===== config.mk =====
export PLATFORM = sky130hd
export DESIGN_NAME = inst_enc_pack
export DESIGN_NICKNAME = d
export VERILOG_FILES = /design/src/rtl/inst_encoder_pkg.sv /design/src/rtl/inst_enc_pack.sv
export SDC_FILE = /design/constraint.sdc
export NUM_CORES = 1
export LEC_CHECK = 0
export BUFFER_PORTS_ARGS = -buffer_cell sky130_fd_sc_hd__clkbuf_2
export CORE_MARGIN = 3
export CORE_UTILIZATION = 35
export DETAILED_ROUTE_END_ITERATION = 8
export GPL_ROUTABILITY_DRIVEN = 0
export GPL_TIMING_DRIVEN = 0
export PLACE_DENSITY = 0.82
export SYNTH_ARGS = -nofsm -noshare
export SYNTH_HDL_FRONTEND = slang
export SYNTH_SLANG_ARGS = --single-unit

===== constraint.sdc =====
create_clock -name vclk -period 2.1
set_clock_uncertainty 0.05 [all_clocks]
set_input_delay 0.105 -clock vclk [all_inputs]
set_output_delay 0.105 -clock vclk [all_outputs]
set_load 0.03 [all_outputs]

===== src/rtl/inst_encoder_pkg.sv =====
// -----------------------------------------------------------------------------
// inst_encoder_pkg
// Shared opcode header for the RV64I instruction encoder. It holds the
// instruction format codes, the major opcodes used by the encoder's clients,
// the canonical NOP word and the field bundle that is captured in stage S1.
// It also provides a helper that tests whether a 64-bit immediate is the sign
// extension of its low w bits.
// No ports (package).
// -----------------------------------------------------------------------------
package inst_encoder_pkg;

    typedef enum logic [3:0] {
        FMT_R = 4'd0,
        FMT_I = 4'd1,
        FMT_S = 4'd2,
        FMT_B = 4'd3,
        FMT_U = 4'd4,
        FMT_J = 4'd5
    } fmt_e;

    localparam logic [6:0] OP_LOAD   = 7'h03;
    localparam logic [6:0] OP_IMM    = 7'h13;
    localparam logic [6:0] OP_STORE  = 7'h23;
    localparam logic [6:0] OP_OP     = 7'h33;
    localparam logic [6:0] OP_LUI    = 7'h37;
    localparam logic [6:0] OP_BRANCH = 7'h63;
    localparam logic [6:0] OP_JAL    = 7'h6F;

    // addi x0, x0, 0
    localparam logic [31:0] NOP_INST = 32'h0000_0013;

    typedef struct packed {
        logic [3:0]  fmt;
        logic [6:0]  opcode;
        logic [4:0]  rd;
        logic [2:0]  funct3;
        logic [4:0]  rs1;
        logic [4:0]  rs2;
        logic [6:0]  funct7;
        logic [63:0] imm;
    } enc_fields_t;

    // True when v equals the sign extension of v[w-1:0]. The shift pair
    // drops the upper bits and then replicates bit w-1 back over them.
    function automatic logic sext_fits(input logic [63:0] v, input int w);
        logic signed [63:0] s;
        s = $signed(v << (64 - w)) >>> (64 - w);
        return (s == $signed(v));
    endfunction

endpackage


===== src/rtl/inst_enc_pack.sv =====
// -----------------------------------------------------------------------------
// inst_enc_pack
// Combinational packer: places opcode/register/funct fields and the immediate
// into a 32-bit RV64I word according to the format code, and checks that the
// immediate is exactly representable in that format.
//   f    in   enc_fields_t   captured fields
//   inst out  32             packed word, NOP_INST when err
//   err  out  1              immediate out of range or format code illegal
// -----------------------------------------------------------------------------
module inst_enc_pack
    import inst_encoder_pkg::*;
(
    input  enc_fields_t f,
    output logic [31:0] inst,
    output logic        err
);

    logic [31:0] packed_word;
    logic        legal;

    // Branch and jump offsets are stored without bit 0, so an odd offset
    // cannot be represented even when it is otherwise in range.
    always_comb begin
        packed_word = '0;
        legal       = 1'b0;
        case (f.fmt)
            FMT_R: begin
                packed_word = {f.funct7, f.rs2, f.rs1, f.funct3, f.rd, f.opcode};
                legal       = 1'b1;
            end
            FMT_I: begin
                packed_word = {f.imm[11:0], f.rs1, f.funct3, f.rd, f.opcode};
                legal       = sext_fits(f.imm, 12);
            end
            FMT_S: begin
                packed_word = {f.imm[11:5], f.rs2, f.rs1, f.funct3, f.imm[4:0], f.opcode};
                legal       = sext_fits(f.imm, 12);
            end
            FMT_B: begin
                packed_word = {f.imm[12], f.imm[10:5], f.rs2, f.rs1, f.funct3,
                               f.imm[4:1], f.imm[11], f.opcode};
                legal       = sext_fits(f.imm, 13) && !f.imm[0];
            end
            FMT_U: begin
                packed_word = {f.imm[31:12], f.rd, f.opcode};
                legal       = (f.imm[11:0] == 12'h000) && sext_fits(f.imm, 32);
            end
            FMT_J: begin
                packed_word = {f.imm[20], f.imm[10:1], f.imm[11], f.imm[19:12],
                               f.rd, f.opcode};
                legal       = sext_fits(f.imm, 21) && !f.imm[0];
            end
            default: legal = 1'b0;
        endcase
        inst = legal ? packed_word : NOP_INST;
        err  = !legal;
    end

endmodule


==> impl_metrics.yaml <==
timing:
  slew_headroom: 0.411
  fin_ws_ns: -0.559
  min_period_ns: 2.66
  finalSetupViolCount: 33
  hold_viol_final: 0
  rsz0062_at_grt: "yes"
  tightest_slew_ns: 0.875
  maxSlewViolCount: 0
  timing.final.crit_share: 1.27
  fmax_mhz: 376
critical_path:
  cp.arrival_ns: 2.50
  path_class: "primary input to primary output"
  cp-endpoint: "inst[12]"
  path_max_fanout: 10
  setup.worst_path.end_class: "primary output"
  critPathLaunchType: "primary input"
  crit_start: "f[33]"
  cp_data_required_time_ns: 1.95
place:
  hpwl_um: 5270
  post-place-cells: 387
  place_area_um2: 2450
  port_buffers: 131
finish:
  synthToLayoutAreaGrowth_pct: 109
  nFillCells: 247
  num_antenna_cells: 0
  nets: 445
  multiInputGateArea_um2: 1670
  clkbuf_count: 0
  drive_gt1_frac: 0.560
  fin_cells: 389
  seq_cells: 0
  regArea_um2: 0
  final_cell_area_um2: 2820
logic_synthesis:
  syn_nets: 310
  syn-mean-instance-area_um2: 6.43
  synth_area_um2: 1350
  synth.distinct_cells: 48
  synth_xor_area_frac: 0.00649
  yosysSeqAreaShare: 0
  synthCells: 210
  synth-simple-area-share: 0.424
  yosys_warnings: 0
  synth_mux_area_frac: 0.0658
  synthAdderAreaFrac: 0
  synth_top_family_by_area: "compound AO/OA/AOI/OAI gates"
  synth_compound_area_frac: 0.431
floorplanning:
  io_pins: 133
  die_w_um: 68.1
  dieArea_um2: 4640
  core_um2: 3520
  start_util: 0.383
  die_h_um: 68.1
  rows: 21
route:
  dr.first_iter.drc_count: 235
  drc: 0
  wl_per_cell_um: 17.7
  via_per_inst: 6.38
  vias: 2481
  drtAntennaViolNets: 0
  first_pass_iters: 5
  wl_um: 6880
flow_run:
  drv_cap: 0
global_routing:
  grt_pass1_vias: 2158
  grt_max_degree: 11
  grt_pass1_wl_um: 10000
  antenna_found_initial: 0
  grt.total_usage: 0.272
  grt-ovfl-total: 0
cts:
  postCtsHoldBufs: 0
status:
  violations: "negative setup slack"
  status: "finished with violations"
worst_hold_path:
  hold_class: "primary input to primary output"
power:
  p_leak_nw: 1.06
  p_per_area_nw_per_um2: 137
  irDropWorstVdd_mv: 0.0832
==> how the worst min path moves through the flow <==
stage | start | end | depth (start not counted)
3_5_place_dp | f[95] | inst[6] | 3
6_report | f[89] | inst[0] | 3
5_1_grt | f[90] | inst[1] | 3
4_1_cts | f[90] | inst[1] | 3
3_3_place_gp | f[91] | inst[2] | 3
2_1_floorplan | f[89] | inst[0] | 1
==> cell usage in the layout (no fill, tap or decap), types with 5 or more instances in the layout <==
cell type  instances
a31oi_4           20
buf_8             21
nand2_1            5
nand3_1            8
a21oi_1           20
nor2_1            11
clkbuf_2         105
clkbuf_8           8
a22oi_1           14
nor3_1            12
and3_1             6
nand4_1           12
nor2b_1           12
nor4_1            11
mux2_2             7
clkbuf_1           7
==> area by class of cell <==
cell class | count | share of cell area
tap | 46 | 0.0204
inverter | 2 | 0.00267
timing repair buffer | 133 | 0.334
buffer | 16 | 0.0489
multi-input combinational | 192 | 0.594
==> stage by stage <==
stage	setup slack [ns]	setup TNS, ns	power [mW]	hold slack [ns]	utilization
6_report	-0.559	-16.57	0.386	0.474	0.800
5_1_grt	-0.603	-18.24	0.414	0.485	0.800
4_1_cts	-0.500	-15.19	0.370	0.472	0.779
3_5_place_dp	-0.615	-17.96	0.348	0.498	0.695
3_3_place_gp	-0.614	-17.75	0.343	0.496	0.695
2_1_floorplan	-0.180	-5.04	0.186	0.339	-
==> where the power goes <==
group          switching [mW]  internal (mW)  leakage, nW
clock                       0              0            0
sequential                  0              0            0
combinational           0.218          0.168         1.06
==> cell families after synthesis <==
logic type      Yosys count
compound gates           86
xor+xnor                  1
buf+inv                  18
mux                       8
simple gates             97
==> cell usage after synthesis, types with 2 or more instances <==
library cell,instances,area [µm²]
inv_1,2,7.51
buf_6,3,33.8
and3_1,6,37.5
o31a_1,4,35.0
nand4_1,12,75.1
nor3_1,12,60.1
nand2b_1,2,12.5
a211oi_1,4,30.0
nor2_1,11,41.3
a31oi_1,26,163
clkbuf_1,9,33.8
buf_4,2,15.0
or4_1,2,15.0
o21ai_0,2,10.0
o2111ai_1,2,17.5
or3_1,2,12.5
a21oi_1,20,100
mux2_2,7,78.8
nand3_1,8,40.0
a32oi_1,2,17.5
a22oi_1,14,105
nor2b_1,12,75.1
nand2_1,5,18.8
and2_1,2,12.5
nor4_1,14,87.6
a31o_1,3,26.3
==> per-layer routing <==
layer  routed length (µm)  track usage  vias to the layer above
li1                     -            -                     1159
met1                 2680        0.359                     1156
met2                 3360        0.473                      149
met3                  687       0.0279                       17
met4                  149       0.0620                        0
met5                    0            0                        -
==> what timing repair did <==
| item | in CTS | in global routing |
|---|---|---|
| resized for setup | 62 | 33 |
| pin swaps | 2 | 5 |
| endpoints found under the setup margin | 33 | 33 |
| setup buffers | 1 | 1 |
| gates cloned | 0 | 0 |
==> worst max-delay path: stages <==
cell      delay (ns)
clkbuf_2        0.09
or4_4           0.55
or4_4           0.44
a211oi_4        0.28
a21boi_2        0.10
a211o_1         0.26
buf_6           0.16
buf_12          0.17
a31oi_4         0.19
buf_8           0.15
Note: power is estimated with default switching activity, not from simulation.
